## config.mk

```make
export PLATFORM = sky130hd
export DESIGN_NAME = sort_result_buffer
export DESIGN_NICKNAME = d
export VERILOG_FILES = /design/src/rtl/sort_result_buffer.sv
export SDC_FILE = /design/constraint.sdc
export NUM_CORES = 1
export LEC_CHECK = 0
export CORE_MARGIN = 3
export CORE_UTILIZATION = 57
export CTS_BUF_LIST = sky130_fd_sc_hd__clkbuf_4 sky130_fd_sc_hd__clkbuf_8 sky130_fd_sc_hd__clkbuf_16
export DETAILED_ROUTE_END_ITERATION = 10
export GPL_ROUTABILITY_DRIVEN = 0
export GPL_TIMING_DRIVEN = 0
export HOLD_SLACK_MARGIN = 0.02
export PLACE_DENSITY = 0.84
export SETUP_SLACK_MARGIN = 0.4
export SLEW_MARGIN = 20
export SYNTH_ARGS = -nofsm -noshare
export SYNTH_HDL_FRONTEND = slang
export SYNTH_SLANG_ARGS = --single-unit
```

## constraint.sdc

```tcl
create_clock -name clk -period 4.7 [get_ports clk]
set_input_delay 0.705 -clock clk [delete_from_list [all_inputs] [get_ports clk]]
set_output_delay 0.705 -clock clk [all_outputs]
set_load 0.03 [all_outputs]
```

## src/rtl/sort_result_buffer.sv

```systemverilog
// Sort result buffer: captures a sorter frame, replays it over valid/ready.
// Ports: clk/rst, sort_* capture side, m_* consumer side, busy/count/flags.
// Optional macro ORDER_CHECK_EN adds the sort-order checker.
module sort_result_buffer #(
  parameter int N          = 4,
  parameter int W          = 8,
  parameter int DESCENDING = 1
) (
  input  logic                   clk,
  input  logic                   rst,
  input  logic                   sort_valid_i,
  input  logic [W-1:0]           sort_data_i,
  input  logic                   sort_done_i,
  output logic                   m_valid_o,
  output logic [W-1:0]           m_data_o,
  output logic                   m_last_o,
  input  logic                   m_ready_i,
  output logic                   busy_o,
  output logic [$clog2(N+1)-1:0] count_o,
  output logic                   overflow_o,
  output logic                   order_err_o
);

  localparam int CW = $clog2(N+1);
  localparam int AW = (N > 1) ? $clog2(N) : 1;
  localparam logic [CW-1:0] FULL = CW'(N);

  typedef enum logic [1:0] {
    IDLE,
    CAPTURE,
    DRAIN
  } state_t;

  state_t        state;
  logic [W-1:0]  mem [N];
  logic [CW-1:0] count;
  logic [AW-1:0] rd_ptr;
  logic          m_valid;
  logic          busy;
  logic          overflow;
  logic          full;
  logic          wr_en;
  logic          xfer;
  logic          last;
  logic [AW-1:0] wr_idx;

  // count doubles as the write pointer; it saturates at N.
  assign full   = (count == FULL);
  assign wr_en  = sort_valid_i &&
                  ((state == IDLE) ||
                   ((state == CAPTURE) && !full));
  assign wr_idx = (state == IDLE) ? '0 : count[AW-1:0];
  assign last   = m_valid &&
                  (CW'(rd_ptr) == count - CW'(1));
  assign xfer   = m_valid && m_ready_i;

  always_ff @(posedge clk) begin
    if (wr_en) mem[wr_idx] <= sort_data_i;
  end

  always_ff @(posedge clk or posedge rst) begin
    if (rst) begin
      state    <= IDLE;
      count    <= '0;
      rd_ptr   <= '0;
      m_valid  <= 1'b0;
      busy     <= 1'b0;
      overflow <= 1'b0;
    end else begin
      unique case (state)
        IDLE: begin
          if (sort_valid_i) begin
            count    <= CW'(1);
            overflow <= 1'b0;
            busy     <= 1'b1;
            if (sort_done_i) begin
              state   <= DRAIN;
              m_valid <= 1'b1;
            end else begin
              state <= CAPTURE;
            end
          end
        end
        CAPTURE: begin
          if (sort_valid_i) begin
            if (!full) count <= count + CW'(1);
            else overflow <= 1'b1;
          end
          if (sort_done_i) begin
            state   <= DRAIN;
            m_valid <= 1'b1;
          end
        end
        DRAIN: begin
          if (sort_valid_i) overflow <= 1'b1;
          if (xfer) begin
            if (last) begin
              state   <= IDLE;
              m_valid <= 1'b0;
              busy    <= 1'b0;
              count   <= '0;
              rd_ptr  <= '0;
            end else begin
              rd_ptr <= rd_ptr + AW'(1);
            end
          end
        end
        default: state <= IDLE;
      endcase
    end
  end

`ifdef ORDER_CHECK_EN
  logic [W-1:0] prev;
  logic         bad;
  logic         order_err;

  // Equal neighbours are legal in either direction.
  assign bad = (DESCENDING != 0) ?
               (sort_data_i > prev) :
               (sort_data_i < prev);

  always_ff @(posedge clk or posedge rst) begin
    if (rst) begin
      prev      <= '0;
      order_err <= 1'b0;
    end else begin
      if (wr_en) prev <= sort_data_i;
      if ((state == IDLE) && sort_valid_i)
        order_err <= 1'b0;
      else if ((state == CAPTURE) && wr_en && bad)
        order_err <= 1'b1;
    end
  end

  assign order_err_o = order_err;
`else
  assign order_err_o = 1'b0;
`endif

  assign m_valid_o  = m_valid;
  assign m_data_o   = mem[rd_ptr];
  assign m_last_o   = last;
  assign busy_o     = busy;
  assign count_o    = count;
  assign overflow_o = overflow;

endmodule
```

==> results.txt <==
- The flow ran to the end, and the final reports show no timing, DRC or antenna violations.
* WP data arrival: roughly 2.7 ns
- Worst relative slew slack: between 40% and 50%
- Starting density of the core: roughly 60%
- Std cell rows: 20
* Clock Sinks: 42
- Required time at the worst-slack endpoint: between 3 and 4 ns
* Synthesized-area fraction occupied by ao, oa, aoi and oai cells: just over 7%
- # resized after CTS: 0
- Maximum number of pins on one net before global-route repair: 14
- Final critical delay including setup and external delays: around 3.4 ns
- Timing would allow up to just under 300 MHz.
* Post-synthesis sequential element count: 42
- Area share of and/or/nand/nor cells after synthesis: between 8 and 9%
- Post-Synth Adder-Cell Area: under 10%
- Signal routing reaches up to met4.
* Dominant combinational cell family by area after synthesis: multiplexers
* Multiplexer area fraction after synthesis: between 10% and 20%
- Buffers from clock root to sink, at most: 2
- In the final routed layout, each cell accounts on average for around 17 µm.
- Between clock sinks in the finished design, the worst skew comes to roughly 0.0099 ns.
- When the netlist entered floorplanning its net count stood at approximately 150.
- Compared with the post-synthesis result, the final layout area differs by 20.01%.
- First-pass GRT wire length: about 6200 µm
- Most frequent cells in the layout: edfxtp_1 (32), clkdlybuf4s50_1 (27), nand2_1 (11)
- Number of violations reported at the end of detailed-routing iteration 0: 44
- Detailed-route DRC error count: 0
* Tot Pwr: about 0.0014 W
- Buffers inserted to repair hold after CTS numbered 0.
* Post-detailed-routing wire length: roughly 3700 µm
* Max_cap viols: 0
- Setup violations remaining at the end of the flow were counted as 0.
* IO Pins: 29
- The region available for standard cell placement spans around 3100 µm².
* Number of cells traversed by the worst register-to-register path: 7
* Final critical-path share of the clock period: 71.88%
- Yosys mapped the design onto 35 distinct sky130hd cell types.
- Netlist area before placement: roughly 1900 µm²
- Buffer count from post-CTS setup fixing: 0
* Final Net Count: ~190
- Global-route congestion overflow total: 0
- Synth Area in XOR/XNOR: ~1.4%
- Using the TritonRoute via totals, the vias-per-cell ratio works out to 5.689.
* Kind of path behind the tightest hold check: reg -> reg
- Across every metal layer, demand over resource in global routing totals between 20 and 25%.
* Startpoint types: register
- Actual transition at the worst max-transition pin: a little under 0.8 ns
- Of all nets on the critical path, the largest fanout is 7.
* Vias in the first global route: roughly 1300
- The library cell used most frequently in the layout, excluding fill and tap cells, is edfxtp_1.
- Detailed routing placed a total of 134 µm of wire on met3.
* Number of instances in the synthesized netlist: ~130
- For the worst-skew pair, the clock arrives at the later sink with an insertion delay of between 0.3 and 0.4 ns.
- Port buffering added 27 buffers.
- Crit path launch: count_o[0]
- The initial antenna violation count was 0.
- Hold Path Cell Cnt: 1
* Detailed route wirelength on metal2: between 2000 and 2500 µm
- Detailed-route wire length on metal 1: ~1500 µm
- Worst reg2reg startpoint: count_o[0]
- Die outline area: 4100 µm²
- Clock-pin slew was measured on the worst setup and hold paths at 0.12 ns.
* Root buf cell: clkbuf_4
- During synthesis, Yosys emitted a total of 0 warnings.
* Setup slack after layout: about 1.3 ns
- The clock tree synthesis step divided the H-tree into 2 levels.
- The first detailed-routing pass took 4 iterations.
- The critical path is of the reg -> out type.
- DIE HEIGHT: about 64 µm
- In this run the horizontal extent of the chip is 64.03 µm.
- The final-report hold violation count came to 0.
* Startpoint of the lowest-slack hold path: overflow_o
- Layout cells sized above 1: between 10% and 20%
* Post-Route Setup TNS: 0 ns
* Antenna Cells: 0
- Clock tree from TritonCTS: done
* Leakage power: around 0.84 nW
- The number of clock buffers added by TritonCTS is 5.
- Setup repair after global routing left no endpoint under its margin.
- Summed over all nets, the half-perimeter wirelength after detailed placement is about 2700 µm.
- Crit. End Element: primary output
- The count of pins over their slew limit came to 0.
- The routed layout has 1206 vias.
- Number of nets with antenna violations after detailed routing: 0
* Proportion of synthesized chip area in sequential cells: between 60% and 70%
- Power per unit of standard cell area: 596.2 nW/µm²
* Worst vdd ir: just under 0.4 mV
* Worst setup slack after placement: 1.743 ns
- Synthesized area per cell: 14.43 µm²
## critical path, stage by stage (launching register included)
cell,delay (ns)
dfrtp_1,0.40
clkbuf_2,0.20
inv_1,0.12
ha_1,0.35
xor2_1,0.29
nand4_1,0.21
inv_1,0.08
clkdlybuf4s50_1,0.67
## path summary, 6_finish.rpt
check / to / slack (ns)
min in group asynchronous: count_o[1] / 0.62
hold / removal: overflow_o / 0.53
setup reg to reg: mem[3][2] / 2.15
max in group asynchronous: rd_ptr[0] / 3.80
setup / recovery: m_last_o / 1.32
hold reg to reg: overflow_o / 0.53
## routing by layer
| layer | track usage (%) | up-vias |
|---|---|---|
| met4 | 8.086 | 0 |
| li1 | - | 569 |
| met1 | 24.00 | 601 |
| met5 | 0 | - |
| met2 | 36.65 | 30 |
| met3 | 5.448 | 6 |
## flip-flops by register name, summed over array words and instances (netlist names)
register / flops
count_o: 3
busy_o: 1
rd_ptr: 2
state: 2
m_valid_o: 1
mem: 32
overflow_o: 1
## report_power, final
group | total [W] | internal (W) | switching (W)
sequential | 0.000495 | 0.000457 | 0.0000381
combinational | 0.000700 | 0.000297 | 0.000402
clock | 0.000179 | 0.0000646 | 0.000114
## cell type report
cell class,count,area [µm²]
Multi-Input combinational cell,76,644.4
Inverter,10,37.54
Buffer,5,26.28
Sequential cell,42,1211
Clock buffer,6,45.04
Timing Repair Buffer,27,270.3
Tap cell,44,55.05
Clock inverter,2,13.76
Fill cell,243,824.5
## cell families (layout without fill, tap and decap cells)
kind of cell	count (synthesis)	count (layout)
AOI/OAI and AO/OA	21	21
xor gates and xnor gates	3	3
adders and majority gates	7	7
buffers and inverters	15	50
DFF	42	42
muxes	12	12
other	1	1
and+or+nand+nor	32	32
## synthesized netlist by cell type
master	count	area share, %
a21oi_1	1	0.26
nand2_1	11	2.2
buf_2	2	0.52
o2bb2ai_1	1	0.46
inv_1	10	2.0
nand3_1	3	0.78
nand4_1	3	0.98
nand2b_2	1	0.46
and3_1	1	0.33
mux2i_1	1	0.52
a41oi_1	2	0.91
and2_1	1	0.33
dfrtp_1	10	13
or3_1	1	0.33
mux2_4	1	0.78
a31oi_1	3	0.98
conb_1	1	0.20
mux2_2	2	1.2
nand4b_1	1	0.46
o22ai_1	1	0.33
a41o_1	1	0.52
o211ai_1	2	0.78
nor4b_1	2	0.91
ha_1	7	4.6
nand2b_1	1	0.33
clkbuf_2	1	0.26
a32o_2	1	0.59
xnor2_1	1	0.46
mux4_2	8	9.4
clkbuf_1	1	0.20
o21ai_0	9	2.3
xor2_1	2	0.91
edfxtp_1	32	50
buf_4	1	0.39
nor2_1	7	1.4
## stage by stage
| stage | util (%) | hold slack [ns] | instances | cell area [µm²] |
|---|---|---|---|---|
| after floorplan | - | 0.5180 | 133 | 1919 |
| after global placement | 71.76 | 0.4930 | 204 | 2245 |
| after detailed placement | 71.76 | 0.5071 | 204 | 2245 |
| after CTS | 73.64 | 0.5384 | 212 | 2303 |
| after global routing | 73.64 | 0.5705 | 212 | 2303 |
| final | 73.64 | 0.5328 | 212 | 2303 |
Power figures use the tool's default switching activity.
